--- src/rtl/d_link_pkg.sv ---
// Shared D-line link definitions: frame FSM states, line levels and a width helper.
// The receiver end uses the same line-level constants.
package d_link_pkg;

    typedef enum logic [1:0] {
        IDLE  = 2'd0,
        START = 2'd1,
        DATA  = 2'd2,
        STOP  = 2'd3
    } d_state_e;

    localparam logic LINE_IDLE = 1'b1;
    localparam logic START_BIT = 1'b0;
    localparam logic STOP_BIT  = 1'b1;

    // Bits needed to hold counts 0..max_count-1, never less than one bit.
    function automatic int unsigned cnt_width(input int unsigned max_count);
        return (max_count > 1) ? $clog2(max_count) : 1;
    endfunction

endpackage

--- src/rtl/d_serial_baud_tick.sv ---
// Bit-period timer: registered tick high in the last cycle of every CLKS_PER_BIT window.
// clear restarts the window so the next tick lands CLKS_PER_BIT cycles later.
module d_serial_baud_tick
    import d_link_pkg::*;
#(
    parameter int unsigned CLKS_PER_BIT = 4
) (
    input  logic clk,
    input  logic rst,
    input  logic clear,
    output logic tick
);

    localparam int unsigned CNT_W = cnt_width(CLKS_PER_BIT);
    localparam logic [CNT_W-1:0] LAST = CNT_W'(CLKS_PER_BIT - 1);

    logic [CNT_W-1:0] cnt;
    logic [CNT_W-1:0] cnt_nxt;
    logic             tick_nxt;

    // tick is registered from the next count so it always equals (cnt == LAST).
    always_comb begin
        cnt_nxt  = cnt;
        tick_nxt = 1'b0;
        if (clear || cnt == LAST) begin
            cnt_nxt = '0;
        end else begin
            cnt_nxt = cnt + CNT_W'(1);
        end
        tick_nxt = (cnt_nxt == LAST);
    end

    always_ff @(posedge clk or negedge rst) begin
        if (!rst) begin
            cnt  <= '0;
            tick <= 1'b0;
        end else begin
            cnt  <= cnt_nxt;
            tick <= tick_nxt;
        end
    end

endmodule

--- src/rtl/d_serial_tx.sv ---
// D-line serial transmitter: accepts a word on valid/ready and drives a registered
// start / LSB-first data / stop frame, each bit held for CLKS_PER_BIT cycles.
module d_serial_tx
    import d_link_pkg::*;
#(
    parameter int unsigned WIDTH        = 8,
    parameter int unsigned CLKS_PER_BIT = 4
) (
    input  logic             clk,
    input  logic             rst,
    input  logic [WIDTH-1:0] data_in,
    input  logic             valid_in,
    output logic             ready_out,
    output logic             ser_out,
    output logic             busy,
    output logic             done
);

    localparam int unsigned IDX_W = cnt_width(WIDTH);
    localparam logic [IDX_W-1:0] LAST_BIT = IDX_W'(WIDTH - 1);

    d_state_e         state;
    d_state_e         state_nxt;
    logic [WIDTH-1:0] shift_reg;
    logic [WIDTH-1:0] shift_nxt;
    logic [IDX_W-1:0] bit_idx;
    logic [IDX_W-1:0] bit_idx_nxt;
    logic             ser_nxt;
    logic             busy_nxt;
    logic             ready_nxt;
    logic             done_nxt;

    logic             tick;
    logic             baud_clear_c;
    logic             accept_c;
    logic [WIDTH-1:0] shifted_c;

    assign accept_c     = valid_in & ready_out;
    assign baud_clear_c = (state == IDLE);
    assign shifted_c    = shift_reg >> 1;

    // Held in clear while idle, so the start bit's period begins on the accept edge.
    d_serial_baud_tick #(
        .CLKS_PER_BIT (CLKS_PER_BIT)
    ) u_baud_tick (
        .clk   (clk),
        .rst   (rst),
        .clear (baud_clear_c),
        .tick  (tick)
    );

    // Next-state and next-output logic; every output is registered below.
    always_comb begin
        state_nxt   = state;
        shift_nxt   = shift_reg;
        bit_idx_nxt = bit_idx;
        ser_nxt     = ser_out;
        busy_nxt    = busy;
        ready_nxt   = ready_out;
        done_nxt    = 1'b0;

        unique case (state)
            IDLE: begin
                if (accept_c) begin
                    state_nxt   = START;
                    shift_nxt   = data_in;
                    bit_idx_nxt = '0;
                    ser_nxt     = START_BIT;
                    busy_nxt    = 1'b1;
                    ready_nxt   = 1'b0;
                end
            end
            START: begin
                if (tick) begin
                    state_nxt = DATA;
                    ser_nxt   = shift_reg[0];
                end
            end
            DATA: begin
                if (tick) begin
                    if (bit_idx == LAST_BIT) begin
                        state_nxt = STOP;
                        ser_nxt   = STOP_BIT;
                    end else begin
                        bit_idx_nxt = bit_idx + IDX_W'(1);
                        shift_nxt   = shifted_c;
                        ser_nxt     = shifted_c[0];
                    end
                end
            end
            STOP: begin
                if (tick) begin
                    state_nxt = IDLE;
                    ser_nxt   = LINE_IDLE;
                    busy_nxt  = 1'b0;
                    ready_nxt = 1'b1;
                    done_nxt  = 1'b1;
                end
            end
            default: begin
                state_nxt = IDLE;
                ser_nxt   = LINE_IDLE;
                busy_nxt  = 1'b0;
                ready_nxt = 1'b1;
            end
        endcase
    end

    always_ff @(posedge clk or negedge rst) begin
        if (!rst) begin
            state     <= IDLE;
            shift_reg <= '0;
            bit_idx   <= '0;
            ser_out   <= LINE_IDLE;
            busy      <= 1'b0;
            ready_out <= 1'b1;
            done      <= 1'b0;
        end else begin
            state     <= state_nxt;
            shift_reg <= shift_nxt;
            bit_idx   <= bit_idx_nxt;
            ser_out   <= ser_nxt;
            busy      <= busy_nxt;
            ready_out <= ready_nxt;
            done      <= done_nxt;
        end
    end

endmodule

--- config.mk ---
export PLATFORM = sky130hd
export DESIGN_NAME = d_serial_tx
export DESIGN_NICKNAME = d
export VERILOG_FILES = /design/src/rtl/d_link_pkg.sv /design/src/rtl/d_serial_baud_tick.sv /design/src/rtl/d_serial_tx.sv
export SDC_FILE = /design/constraint.sdc
export NUM_CORES = 1
export LEC_CHECK = 0
export ABC_AREA = 1
export BUFFER_PORTS_ARGS = -buffer_cell sky130_fd_sc_hd__buf_2
export CAP_MARGIN = 20
export CELL_PAD_IN_SITES_DETAIL_PLACEMENT = 0
export CELL_PAD_IN_SITES_GLOBAL_PLACEMENT = 2
export CORE_ASPECT_RATIO = 1.25
export CORE_MARGIN = 2
export CORE_UTILIZATION = 32
export CTS_CLUSTER_DIAMETER = 60
export CTS_CLUSTER_SIZE = 28
export DETAILED_ROUTE_END_ITERATION = 8
export PLACE_DENSITY_LB_ADDON = 0.3
export SLEW_MARGIN = 20
export SYNTH_ARGS = -nofsm -noshare
export SYNTH_HDL_FRONTEND = slang
export SYNTH_HIERARCHICAL = 1
export SYNTH_SLANG_ARGS = --single-unit
--- constraint.sdc ---
create_clock -name clk -period 1.76 [get_ports clk]
set_input_delay 0.088 -clock clk [delete_from_list [all_inputs] [get_ports clk]]
set_output_delay 0.088 -clock clk [all_outputs]
set_load 0.03 [all_outputs]
==> results.toml <==
[route]
first_pass_iters = 4
drt_iter0_markers = 23
drt_wl_total_um = 2170
drc = 0
detail_route.wl_per_cell_um = 11.3
vias = 876
viasPerCell = 4.54
ant_nets = 0

[yosys]
synth_top_family_by_area = "simple AND/OR/NAND/NOR gates"
synthTopCellsByArea = "dfrtp_1 (41%), nand2_1 (21%), ha_1 (8.0%)"
yosysTopAreaCellShare = 0.410
synth.largest_area_cell = "dfrtp_1"
synth_warnings = 6
synth-adder-area-share = 0.0797
yosysUniqueCellTypes = 16
synth_mux_area_frac = 0
syn_area_um2 = 1100
netlist_instances = 140
synth_nets = 158
synth-compound-area-share = 0.0729
yosys.area_share.simple = 0.301
synth_seq_area_share = 0.458
ys_ff_latch = 20
synth_xor_area_frac = 0
postSynthAreaPerCell_um2 = 7.85

[die]
num_rows = 23
io_pins = 15
core_um2 = 3250
chipWidth_um = 56.4
chipHeight_um = 69.5
initial_core_util = 0.338
dieArea_um2 = 3920

[cts]
clock-root-buffer = "clkbuf_8"
worst_skew_pair.late_latency_ns = 0.25
htree_levels = 1
cts_buffers = 3
clockBufferDepth = 2
clock-sinks = 20
cts_tree = "built"
cts_setup_buffers = 0
cts.clk_slew.worst_paths_ns = 0.07

[cells_and_area]
n_antenna_cell = 0
drive_gt1_frac = 0.179
multi_input_comb_area_um2 = 507
nFillCells = 356
regArea_um2 = 503
largest_reg_flops = 8
finalNonFillerCells = 193
nets = 176
final_util = 0.384
area_delta_synth_final_pct = 13.7

[min_path]
worstHoldPathCells = 5
hp-class = "in2reg"

[sta]
tightest_slew_ns = 0.455
maxSlewHeadroom = 0.696
finClkSkew_ns = 0.000522
finalSetupTns_ns = 0
clock.fmax_mhz = 629
setup_violations = 0
drv_slew = 0
rsz0062_at_grt = "no"
hold_viol_final = 0
period_needed_ns = 1.59
finalCritPeriodShare = 0.904
setup_slack_ns = 0.169

[placed_design]
place_ws_ns = 0.142
placedCellCount = 189
gp_congestion = 0.704
dpl.hpwl_um = 1630
io_buffers = 14

[critical_path]
worstSetupPathType = "reg2reg"
critical_path_buf_inv_count = 2
cp_data_arrival_time_ns = 1.72
slowest_delay_ns = 0.40
crit_path_start_kind = "flip-flop"
required_ns = 1.89
cp_top_family = "simple AND/OR/NAND/NOR gates"
cp_max_fo = 14
cp_num_cells = 7
path_cells = "inv_1, ha_1, buf_4, nand2_4, nand2_8, nor2_4, o21ai_0"
cp_slowest_cell = "dfrtp_1"
cp-end-kind = "flip-flop"
worst-r2r-cell-count = 7

[pwr]
p_leak_uw = 0.000758
ir_drop_v = 0.000273
powerDensity_nw_per_um2 = 629

[global_route]
antenna_found_initial = 0
gr-usage-all-layers = 0.126
overflow = 0
grt_pass1_wl_um = 3860
grt_pass1_vias = 919
grt_max_degree = 21

[run]
drv_cap = 0

[status]
status = "complete, no violations"
[cell usage after synthesis (all sizes together)]
library cell and count:
dfstp 2, inv 13, nor3 1, buf 5, nand2 64, ha 7, nand3 2, dfrtp 18
nor2 12, o21ai 16
[where the power goes]
part	total, uW	internal [uW]	switching (uW)
registers	459	459	0
clock network	297	152	145
logic	28.4	12.6	15.8
total	785	624	161
[metal layers]
layer,part of all wire,GRT usage
met1,0.42,0.133
met2,0.54,0.235
met3,0.028,0.0224
met4,0.0097,0.0556
met5,0,0
[logic make-up (layout without fill, tap and decap cells)]
family                   count (synthesis)  count (layout)
flip-flops                              20              20
buffers and inverters                   18              34
adder cells (fa/ha/maj)                  7               7
AO/OA/AOI/OAI                           16              16
AND/OR/NAND/NOR                         79              79
[what timing repair did]
item,CTS,global route
gates resized for setup,0,1
setup endpoints to repair,0,5
endpoints found under the hold margin,18,0
hold buffers,1,0
[stage by stage]
stage | hold slack (ns) | area, um2 | total power (uW)
floorplan | -0.208 | 1100 | 476
global placement | 0.0700 | 1190 | 496
detailed placement | 0.0728 | 1190 | 496
CTS | 0.121 | 1240 | 796
global route | 0.149 | 1250 | 821
finish | 0.126 | 1250 | 785
[worst paths after layout]
check | start | endpoint | slack (ns)
max reg2reg | state[0] | shift_reg[5] | 0.17
max in group asynchronous | rst | ready_out | 1.11
max | state[0] | shift_reg[5] | 0.17
min reg2reg | u_baud_tick/cnt[0] | u_baud_tick/tick | 0.47
min | data_in[6] | shift_reg[6] | 0.13
min in group asynchronous | rst | u_baud_tick/cnt[0] | 0.31
[worst reg2reg max path: cells and delay by family, from the launching register on]
kind | cells | cell delay, ns
fa+ha+maj | 1 | 0.21
compound gates | 1 | 0.12
flops | 1 | 0.40
buf+inv | 2 | 0.27
simple gates | 3 | 0.48
[placed cells by master, fill, tap and decap left out]
cell type / synthesis / final
inv_1: 13 / 13
nand2_8: 0 / 1
o21ai_0: 6 / 6
dfstp_2: 2 / 2
ha_1: 7 / 7
nand2_4: 2 / 1
nor2_1: 10 / 10
nor2_2: 1 / 1
o21ai_1: 10 / 10
buf_4: 2 / 3
dlygate4sd3_1: 0 / 1
buf_2: 0 / 14
clkbuf_8: 0 / 3
nor2_4: 1 / 1
nor3_1: 1 / 1
dfrtp_1: 18 / 18
nand2_1: 60 / 60
nand3_1: 2 / 2
nand2_2: 2 / 2
[layout make-up]
cell class                      instances  share of cell area
Tap cell                               37              0.0371
Sequential cell                        20               0.403
Timing Repair Buffer                   18              0.0822
Multi-Input combinational cell        102               0.406
Inverter                               13              0.0391
Clock buffer                            3              0.0331
Note: power is estimated with default switching activity, not from simulation.
